### config.mk
export PLATFORM = sky130hd
export DESIGN_NAME = seg_scan_driver
export DESIGN_NICKNAME = d
export VERILOG_FILES = /design/src/rtl/seg_scan_driver.sv
export SDC_FILE = /design/constraint.sdc
export NUM_CORES = 1
export LEC_CHECK = 0
export CORE_UTILIZATION = 38
export DETAILED_ROUTE_END_ITERATION = 7
export GPL_TIMING_DRIVEN = 0
export PLACE_DENSITY = 0.65
export SLEW_MARGIN = 5
export SYNTH_ARGS = -nofsm -noshare
export SYNTH_HDL_FRONTEND = slang
export SYNTH_SLANG_ARGS = --single-unit
### constraint.sdc
create_clock -name clk -period 2.6 [get_ports clk]
set_input_delay 0.52 -clock clk [delete_from_list [all_inputs] [get_ports clk]]
set_output_delay 0.52 -clock clk [all_outputs]
set_load 0.01 [all_outputs]
### src/rtl/seg_scan_driver.sv
// Multi-digit seven-segment driver: latched hex value, parallel and scanned views.
// Optional blink feature enabled by defining SEG_BLINK_EN.
module seg_scan_driver #(
  parameter int DIGITS    = 8,
  parameter int SCAN_DIV  = 1000,
  parameter int BLINK_DIV = 25000000
) (
  input  logic                  clk,
  input  logic                  rst,
  input  logic                  load,
  input  logic [4*DIGITS-1:0]   data,
  input  logic [DIGITS-1:0]     blank_mask,
  input  logic                  lz_en,
  input  logic [DIGITS-1:0]     blink_mask,
  output logic [7*DIGITS-1:0]   seg_all,
  output logic [6:0]            seg_out,
  output logic [DIGITS-1:0]     an,
  output logic                  valid
);

  localparam int IW = (DIGITS > 1) ? $clog2(DIGITS) : 1;
  localparam int PW = (SCAN_DIV > 1) ? $clog2(SCAN_DIV) : 1;
  localparam logic [IW-1:0] IDX_MAX = IW'(DIGITS - 1);
  localparam logic [PW-1:0] PRE_MAX = PW'(SCAN_DIV - 1);

  typedef enum logic {EMPTY, SHOW} state_t;

  state_t                  state, state_nx;
  logic [4*DIGITS-1:0]     data_q;
  logic [DIGITS-1:0]       blank_q;
  logic                    lz_q;
  logic [PW-1:0]           pre;
  logic [IW-1:0]           idx;
  logic [DIGITS-1:0]       blink_blank;
  logic [DIGITS-1:0]       upper_zero;
  logic [DIGITS-1:0]       dig_blank;
  logic [DIGITS-1:0][6:0]  pat;
  logic [6:0]              sel_pat;

  function automatic logic [6:0] hex7(input logic [3:0] h);
    logic [6:0] s;
    unique case (h)
      4'h0: s = 7'b1000000;
      4'h1: s = 7'b1111001;
      4'h2: s = 7'b0100100;
      4'h3: s = 7'b0110000;
      4'h4: s = 7'b0011001;
      4'h5: s = 7'b0010010;
      4'h6: s = 7'b0000010;
      4'h7: s = 7'b1111000;
      4'h8: s = 7'b0000000;
      4'h9: s = 7'b0010000;
      4'hA: s = 7'b0001000;
      4'hB: s = 7'b0000011;
      4'hC: s = 7'b1000110;
      4'hD: s = 7'b0100001;
      4'hE: s = 7'b0000110;
      4'hF: s = 7'b0001110;
    endcase
    return s;
  endfunction

  always_ff @(posedge clk) begin
    if (rst) state <= EMPTY;
    else     state <= state_nx;
  end

  always_comb begin
    state_nx = state;
    if (load) state_nx = SHOW;
  end

  assign valid = (state == SHOW);

  always_ff @(posedge clk) begin
    if (rst) begin
      data_q  <= '0;
      blank_q <= '0;
      lz_q    <= 1'b0;
    end else if (load) begin
      data_q  <= data;
      blank_q <= blank_mask;
      lz_q    <= lz_en;
    end
  end

  // Scan prescaler and digit index free-run in both states.
  always_ff @(posedge clk) begin
    if (rst) begin
      pre <= '0;
      idx <= '0;
    end else if (pre == PRE_MAX) begin
      pre <= '0;
      idx <= (idx == IDX_MAX) ? '0 : idx + IW'(1);
    end else begin
      pre <= pre + PW'(1);
    end
  end

`ifdef SEG_BLINK_EN
  localparam int BW = (BLINK_DIV > 1) ? $clog2(BLINK_DIV) : 1;
  localparam logic [BW-1:0] BLINK_MAX = BW'(BLINK_DIV - 1);

  logic [BW-1:0] blink_cnt;
  logic          blink_phase;

  always_ff @(posedge clk) begin
    if (rst) begin
      blink_cnt   <= '0;
      blink_phase <= 1'b0;
    end else if (blink_cnt == BLINK_MAX) begin
      blink_cnt   <= '0;
      blink_phase <= ~blink_phase;
    end else begin
      blink_cnt <= blink_cnt + BW'(1);
    end
  end

  assign blink_blank = blink_phase ? blink_mask : '0;
`else
  logic unused_blink;
  assign unused_blink = ^blink_mask;
  assign blink_blank  = '0;
`endif

  // A digit is a leading zero when it and every higher nibble are zero.
  always_comb begin
    upper_zero = '0;
    dig_blank  = '0;
    pat        = '1;
    for (int unsigned i = 0; i < DIGITS; i++) begin
      upper_zero[i] = ((data_q >> (4 * i)) == '0);
      dig_blank[i]  = blank_q[i] | (lz_q & (i != 0) & upper_zero[i]) | blink_blank[i];
      if (state == SHOW && !dig_blank[i])
        pat[i] = hex7(data_q[4*i +: 4]);
    end
  end

  always_comb begin
    sel_pat = '1;
    for (int unsigned i = 0; i < DIGITS; i++)
      if (idx == IW'(i)) sel_pat = pat[i];
  end

  always_ff @(posedge clk) begin
    if (rst) begin
      seg_all <= '1;
      seg_out <= '1;
      an      <= '1;
    end else begin
      seg_all <= pat;
      seg_out <= sel_pat;
      an      <= (state == SHOW) ? ~(DIGITS'(1) << idx) : '1;
    end
  end

endmodule

Word level (Yosys, flattened, before mapping)
Memories as Yosys holds them, arrays and structs flattened. A register that Yosys moved wholly into a read port is not among the register bits. Cells that the tools add are included.

$add $sub $neg: 2. Multiply operators: 0. Div/mod/pow operators: 0. Order comparisons: 0. Equal/unequal tests: 8. Shift operators: 1. Multiplexer cells: 33. Bitwise gates (word level): 16. Reduce and logical (&&, ||, !) cells: 26.

Operators with widths (count): 32-bit zero test (7); 7-bit 2-to-1 mux (16); 4-bit 2-to-1 mux (16); 3-bit == test, second input constant (4); 10-bit by 1-bit adder with 10-bit output, second input constant (1); 10-bit == test, second input constant (1); 1-bit logical AND (8); 1-bit zero test (8); 8-bit NOT (1); 1-bit by 3-bit left shift with 8-bit output, first input constant (1); 1-bit AND (7); 1-bit OR (7); 3-bit by 2-bit == test with 1-bit output, second input constant (2); 2-bit OR reduction (2); 3-bit by 1-bit adder with 3-bit output, second input constant (1); 3-bit by 1-bit == test with 1-bit output, second input constant (1); 3-bit zero test (1); 3-bit 2-to-1 mux (1); 1-bit NOT (1).

Register bits: 126. Bits in latches: 0. Memory bits (writable): 0. Memory bits (read-only): 896. Bits of input ports: 52. Output and inout port bits: 72. Logic and storage cells: 103. Memories kept: 8.

Memories: (no name shown) (depth 16, width 7, read ports 1, clocked after memory_dff 1, write ports 0, line 42) `unique case (h)`; (no name shown) (depth 16, width 7, read ports 1, clocked after memory_dff 1, write ports 0, line 42); (no name shown) (depth 16, width 7, read ports 1, clocked after memory_dff 1, write ports 0, line 42); (no name shown) (depth 16, width 7, read ports 1, clocked after memory_dff 1, write ports 0, line 42); (no name shown) (depth 16, width 7, read ports 1, clocked after memory_dff 1, write ports 0, line 42); (no name shown) (depth 16, width 7, read ports 1, clocked after memory_dff 1, write ports 0, line 42); 2 more memories.

Depth between registers and ports, before layout
Gate-level depths: netlist of the first run.

Depth after elaboration: 13. Depth in mapped cells: 12. Depth with buffers taken out: 8.

Worst setup path after synthesis of the first run
OpenSTA, ideal clock, no wires.

Path type: in2reg. Start point: in load. End point: reg (tool-made name). Arrival: 2184 ps. Data required time: 2526 ps. Setup slack: 342 ps. Cell stages on the path: 11. Buffers on the path: 4. Path through: buf_4 > buf_6 > buf_8 > buf_8 > mux2i_1 > nor2_1 > inv_1 > ha_1 > a21oi_1 > nor2_1 > a31oi_1.

RTL lines: start: declaration (line 10) `input logic load,`.

==> results.ini, run 1 <==
[outcome]
status = completed

[place]
port_buffers = 114
dp_hpwl_mm = 15.67
gp_congestion = 0.9570
pre_cts_slack_ps = -1035
placed_area_um2 = 9417

[hold_path]
min_path_type = reg2reg

[synthesis]
synth_cell_types = 57
synth-seq-cells = 182
netlist_area_um2 = 7938
synth_edf_count = 0
synth_area_per_cell_um2 = 9.251
syn_nets = 965
synth_warnings = 0
syn_inst = 858
ys.flop_type = dfxtp_1
yosysSeqAreaShare_pct = 45.90
synthArstFlopShare_pct = 0

[critical_path]
rr_startpoint = data_q[8]
cp.arrival_ps = 2810
cp_data_required_time_ps = 2890
r2r_setup_slack_ps = 130
crit_path_end_kind = register
worstSetupPathType = in2reg
crit_start = rst
critical_path_peak_fanout = 10
startpoint_type = input port

[power]
p_leak_uw = 0.004206
ir_drop_mv = 0.4602
powerDensity_nw_per_um2 = 659.4
combPwrFrac_pct = 12.8
p_seq_share_pct = 46.5
power.switching_uw = 1687
total_power_uw = 6634
pwr-share-clk_pct = 40.7
internal-power_uw = 4947
swShare_pct = 25.43

[detailed_routing]
post-route-drc-count = 0
wire_per_inst_um = 16.20
routed_wl_mm = 20.58
drt_iter0_drc = 505
vias = 6344
drtAntennaViolNets = 0
drt-pass1-iter-count = 5
via_per_inst = 4.991

[clock_tree]
cts_max_level = 4
tritoncts = yes
cts_sinks = 182
clkTransAtPathRegs_ps = 70
cts_buffer_depth = 2
cts_buffers = 17
cts_root_buf = clkbuf_16
worstSkewPairLatency_ps = 440
ctsHoldBuffers = 0

[layout]
seq_area_um2 = 3643
final_nets = 1095
num-fill-cells = 1870
final_layout_size_suffix_gt1_share_pct = 12.69
multi_input_area_um2 = 3950
final_area_um2 = 10060
antenna_cells = 0
area_growth_pct = 26.75

[global_routing]
grt_util_met2_pct = 31.64
grt_usage_pct = 19.86
grt-ovfl-total = 0
grt_max_degree = 17
grtUsageMet1_pct = 26.09
grt_pass1_vias = 6111
gr-usage-met3_pct = 4.375
antenna_found_initial = 0
grt_pass1_wl_mm = 32.33
busiest_layer = met2

[sta]
setup_viol = 0
layout_setup_ws_ps = 78.95
final-hold-violation-count = 0
slew_headroom_pct = 39.56
rsz0062_at_grt = false
period_share_pct = 96.96
max_freq_mhz = 396.7
finalClockSkew_ps = 8.847
worst_pin_slew_ps = 898.3
drv_slew = 0
post-route-min-period_ps = 2521

[floorplanning]
dieArea_um2 = 21470
die_h_um = 146.5
core_um2 = 20360
start_util_pct = 38.98
ios = 124
fp-row-count = 52
die_w_um = 146.5

[run]
drv_cap = 0

[cells in the final DEF (no fill, tap or decap), types with 30 or more instances in the layout]
master | synthesis | final
a21oi_1 | 40 | 40
clkdlybuf4s50_1 | 0 | 114
dfxtp_1 | 182 | 182
ha_1 | 55 | 55
inv_1 | 41 | 41
mux2i_1 | 50 | 50
nand2_1 | 66 | 66
nor2_1 | 100 | 94
o21ai_0 | 30 | 30
or2_2 | 54 | 54
[cell usage after synthesis, drive strengths merged, types with 3 or more instances]
cell type / n / area, um2
dfxtp: 182 / 3643
nor2: 106 / 412.9
nand2: 66 / 247.7
ha: 55 / 688.2
or2: 54 / 337.8
mux2i: 50 / 500.5
inv: 41 / 153.9
a21oi: 40 / 200.2
nor3: 30 / 155.1
o21ai: 30 / 150.1
clkbuf: 27 / 121.4
nand3: 20 / 100.1
o22ai: 18 / 112.6
nand2b: 15 / 93.84
buf: 12 / 88.83
nor4: 12 / 132.6
a22o: 9 / 78.83
a31oi: 9 / 56.30
or3: 8 / 50.05
o31ai: 7 / 52.55
and2: 6 / 40.04
o32ai: 5 / 43.79
a211oi: 4 / 35.03
nor2b: 4 / 25.02
o2111ai: 4 / 41.29
o221ai: 4 / 41.29
o32a: 4 / 40.04
xnor2: 4 / 35.03
xor2: 4 / 35.03
a211o: 3 / 26.28
a22oi: 3 / 22.52
a2bb2oi: 3 / 26.28
and3: 3 / 18.77
o21bai: 3 / 22.52
[critical path, cell delays in order]
cell and delay (ps):
clkdlybuf4s50_1 430, buf_2 230, nand2b_1 190, nor2_1 240
nand2_1 160, clkbuf_1 200, o21ai_0 430, o2111ai_1 200
a2bb2oi_1 190
[per-stage QoR]
stage	TNS, ps	utilization (%)	hold WS (ps)	std cells
floorplan	0	-	392.2	858
global placement	-87900	46.24	441.2	1242
detailed placement	-86850	46.24	436.3	1242
CTS	-55.97	49.34	452.9	1274
global route	0	49.40	464.0	1271
finish	0	49.40	457.5	1271
[per-layer routing]
layer  routed length [um]  up-vias  share of wire, %
met5                    0        -                 0
met4                  534        0               2.6
met3                 1151       36               5.6
met2                 9259      213                45
met1                 9638     2899                47
li1                     -     3196                 -
[timing repair]
item | 4_1_cts | 5_1_grt
resized for setup | 7 | 12
endpoints found under the setup margin | 86 | 35
gates cloned | 0 | 0
setup buffers | 0 | 0
[area by class of cell]
| type | instances | share of cell area [%] |
|---|---|---|
| clock buffers | 19 | 4.502 |
| multi-input cells | 596 | 39.26 |
| inverters | 41 | 1.530 |
| clock inverters | 13 | 1.654 |
| plain buffers | 36 | 2.139 |
| repair buffers | 114 | 11.34 |
| well taps | 270 | 3.358 |
| flip-flops and latches | 182 | 36.21 |
[cells by family after synthesis]
| group | count (synthesis) | share of synthesized area, % |
|---|---|---|
| buffers and inverters | 80 | 4.587 |
| XOR/XNOR | 8 | 0.8826 |
| AND/OR/NAND/NOR | 333 | 21.30 |
| multiplexers | 50 | 6.305 |
| AO/OA/AOI/OAI | 150 | 12.36 |
| flip-flops | 182 | 45.90 |
| adder cells (fa/ha/maj) | 55 | 8.670 |
[final timing paths]
| kind | end | cells past startpoint |
|---|---|---|
| hold / removal | seg_all[10] | 2 |
| setup reg to reg | seg_out[2] | 6 |
| hold reg to reg | seg_all[10] | 2 |
| setup / recovery | seg_out[5] | 9 |
[power by group through the flow]
| stage | Combinational [uW] | Clock [uW] | Sequential (uW) |
|---|---|---|---|
| after floorplan | 479 | 0 | 3140 |
| after global placement | 833 | 0 | 3150 |
| after detailed placement | 836 | 0 | 3150 |
| after CTS | 844 | 2740 | 3090 |
| after global routing | 932 | 2870 | 3100 |
| final | 850 | 2700 | 3080 |
Power figures use the tool's default switching activity.
==> run 2: changes to the inputs <==
--- a/config.mk
+++ b/config.mk
@@ -5,6 +5,7 @@
 export SDC_FILE = /design/constraint.sdc
 export NUM_CORES = 1
 export LEC_CHECK = 0
+export CORE_MARGIN = 2
 export CORE_UTILIZATION = 38
 export DETAILED_ROUTE_END_ITERATION = 7
 export GPL_TIMING_DRIVEN = 0
==> run 2 against run 1 <==
- sequential power about the same
- clock power up 3%
- final cell count unchanged
- critical path type unchanged
- critical endpoint unchanged
==> results.ini, run 2 (synthesis results as in run 1) <==
[floorplanning]
dieArea_um2 = 22060
core_um2 = 20360
die_h_um = 148.5
fp-row-count = 52
ios = 124
die_w_um = 148.5
start_util_pct = 38.98

[global_routing]
antenna_found_initial = 0
grt_pass1_wl_mm = 32.60
grt-ovfl-total = 0
grt_max_degree = 19
grt_usage_pct = 19.39
grt_pass1_vias = 6183

[sta]
period_share_pct = 97.80
post-route-min-period_ps = 2543
drv_slew = 0
final-hold-violation-count = 0
whs_ps = 450.3
max_freq_mhz = 393.3
slew_headroom_pct = 41.83
finalClockSkew_ps = 12.42
rsz0062_at_grt = false
setup_viol = 0
worst_pin_slew_ps = 865.8

[detailed_routing]
via_per_inst = 5.045
vias = 6412
routed_wl_mm = 21.02
drt_iter0_drc = 519
drtAntennaViolNets = 0
post-route-drc-count = 0
drt-pass1-iter-count = 5
wire_per_inst_um = 16.54

[layout]
antenna_cells = 0
area_growth_pct = 27.16
final_cell_mix = dfxtp_1, clkdlybuf4s50_1, nor2_1
final_area_um2 = 10090
final_layout_size_suffix_gt1_share_pct = 12.99
final_nets = 1095
final_common_cell = dfxtp_1
fin_cells = 1271

[critical_path]
crit_path_end_kind = register
cp_cell_sequence = clkdlybuf4s50_1 > clkbuf_2 > nand2b_1 > nor2_1 > nand2_1 > clkbuf_1 > o21ai_0 > o2111ai_1 > a2bb2oi_1
path_delay_family = buffers and inverters
r2r_end = seg_out[0]
startpoint_type = input port
worstSetupPathType = in2reg
worst-r2r-cell-count = 8
rr_startpoint = idx[0]
r2r_setup_slack_ps = 200
cp_data_required_time_ps = 2890
crit_slowest_cell = clkdlybuf4s50_1
max_stage_delay_ps = 430
critical_path_peak_fanout = 10
cp.arrival_ps = 2830
path_buf_inv = 3

[clock_tree]
cts_buffer_depth = 2
tritoncts = yes
postCtsSetupRepairBufs = 0
clkTransAtPathRegs_ps = 70
cts_sinks = 182
cts_max_level = 4
worstSkewPairLatency_ps = 440
cts_buffers = 17
ctsHoldBuffers = 0
cts_root_buf = clkbuf_16

[hold_path]
whs_endpoint = seg_all[2]
min_path_type = reg2reg
holdPathStages = 1

[place]
dpl.cell_count = 1242
dp_hpwl_mm = 15.94
gp_congestion = 0.9640
port_buffers = 114
placed_area_um2 = 9417

[run]
drv_cap = 0

[outcome]
status = completed

[power]
ir_drop_mv = 0.4399
total_power_uw = 6711
powerDensity_nw_per_um2 = 664.9
p_leak_uw = 0.004219

## run 2: layer usage
layer  GRT usage (%)  wire [um]  vias to the layer above
li1                -          -                     3204
met1           25.10       9645                     2960
met2           31.71       9648                      210
met3           4.080       1186                       38
met4           7.714        541                        0
met5               0          0                        -
## run 2: power by group
group	leakage (uW)	switching, uW	internal, uW
registers	0.00150	109	2980
logic	0.00241	460	398
clock network	0.000309	1210	1560
total	0.00422	1780	4930
## run 2: what timing repair did
item / 4_1_cts / 5_1_grt
pin swaps: 0 / 0
setup endpoints to repair: 86 / 27
resized for setup: 9 / 15
## run 2: final cells by class
class | count | area (um2)
sequential | 182 | 3643
buffer | 36 | 212.7
multi-input combinational | 596 | 3971
tap | 270 | 337.8
clock inverter | 15 | 207.7
clock buffer | 17 | 425.4
inverter | 41 | 153.9
timing repair buffer | 114 | 1141
fill | 1856 | 10270
## run 2: through the flow
step	worst slack, ps	utilization (%)	TNS (ps)
floorplan	342.2	-	0
global placement	-1030	46.24	-85100
detailed placement	-1050	46.24	-83950
CTS	27.45	49.43	0
global route	1.633	49.56	0
finish	57.12	49.56	0
## run 2: worst max-delay path by stage
stage	cells after the start	endpoint	startpoint	slack (ps)
final	9	seg_out[5]	rst	60
after floorplan	11	register	load	340
after global placement	10	register	rst	-1030
after global routing	9	seg_out[5]	rst	2
after detailed placement	10	register	rst	-1050
after CTS	10	register	rst	30
## run 2: worst register-to-register path, stage by stage, from the launching register on
cell and delay (ps):
dfxtp_1 350, inv_1 100, ha_1 290, nor2b_1 230, nand3_1 150, or2_2 340
o221ai_1 370, a211oi_1 100, o32a_1 340
==> run 3: changes to the inputs <==
--- a/config.mk
+++ b/config.mk
@@ -7,6 +7,7 @@
 export LEC_CHECK = 0
 export CORE_MARGIN = 2
 export CORE_UTILIZATION = 38
+export CTS_CLUSTER_DIAMETER = 100
 export DETAILED_ROUTE_END_ITERATION = 7
 export GPL_TIMING_DRIVEN = 0
 export PLACE_DENSITY = 0.65
==> results of run 3 <==
No change in the layout: final DEF, timing and power equal those of run 2.
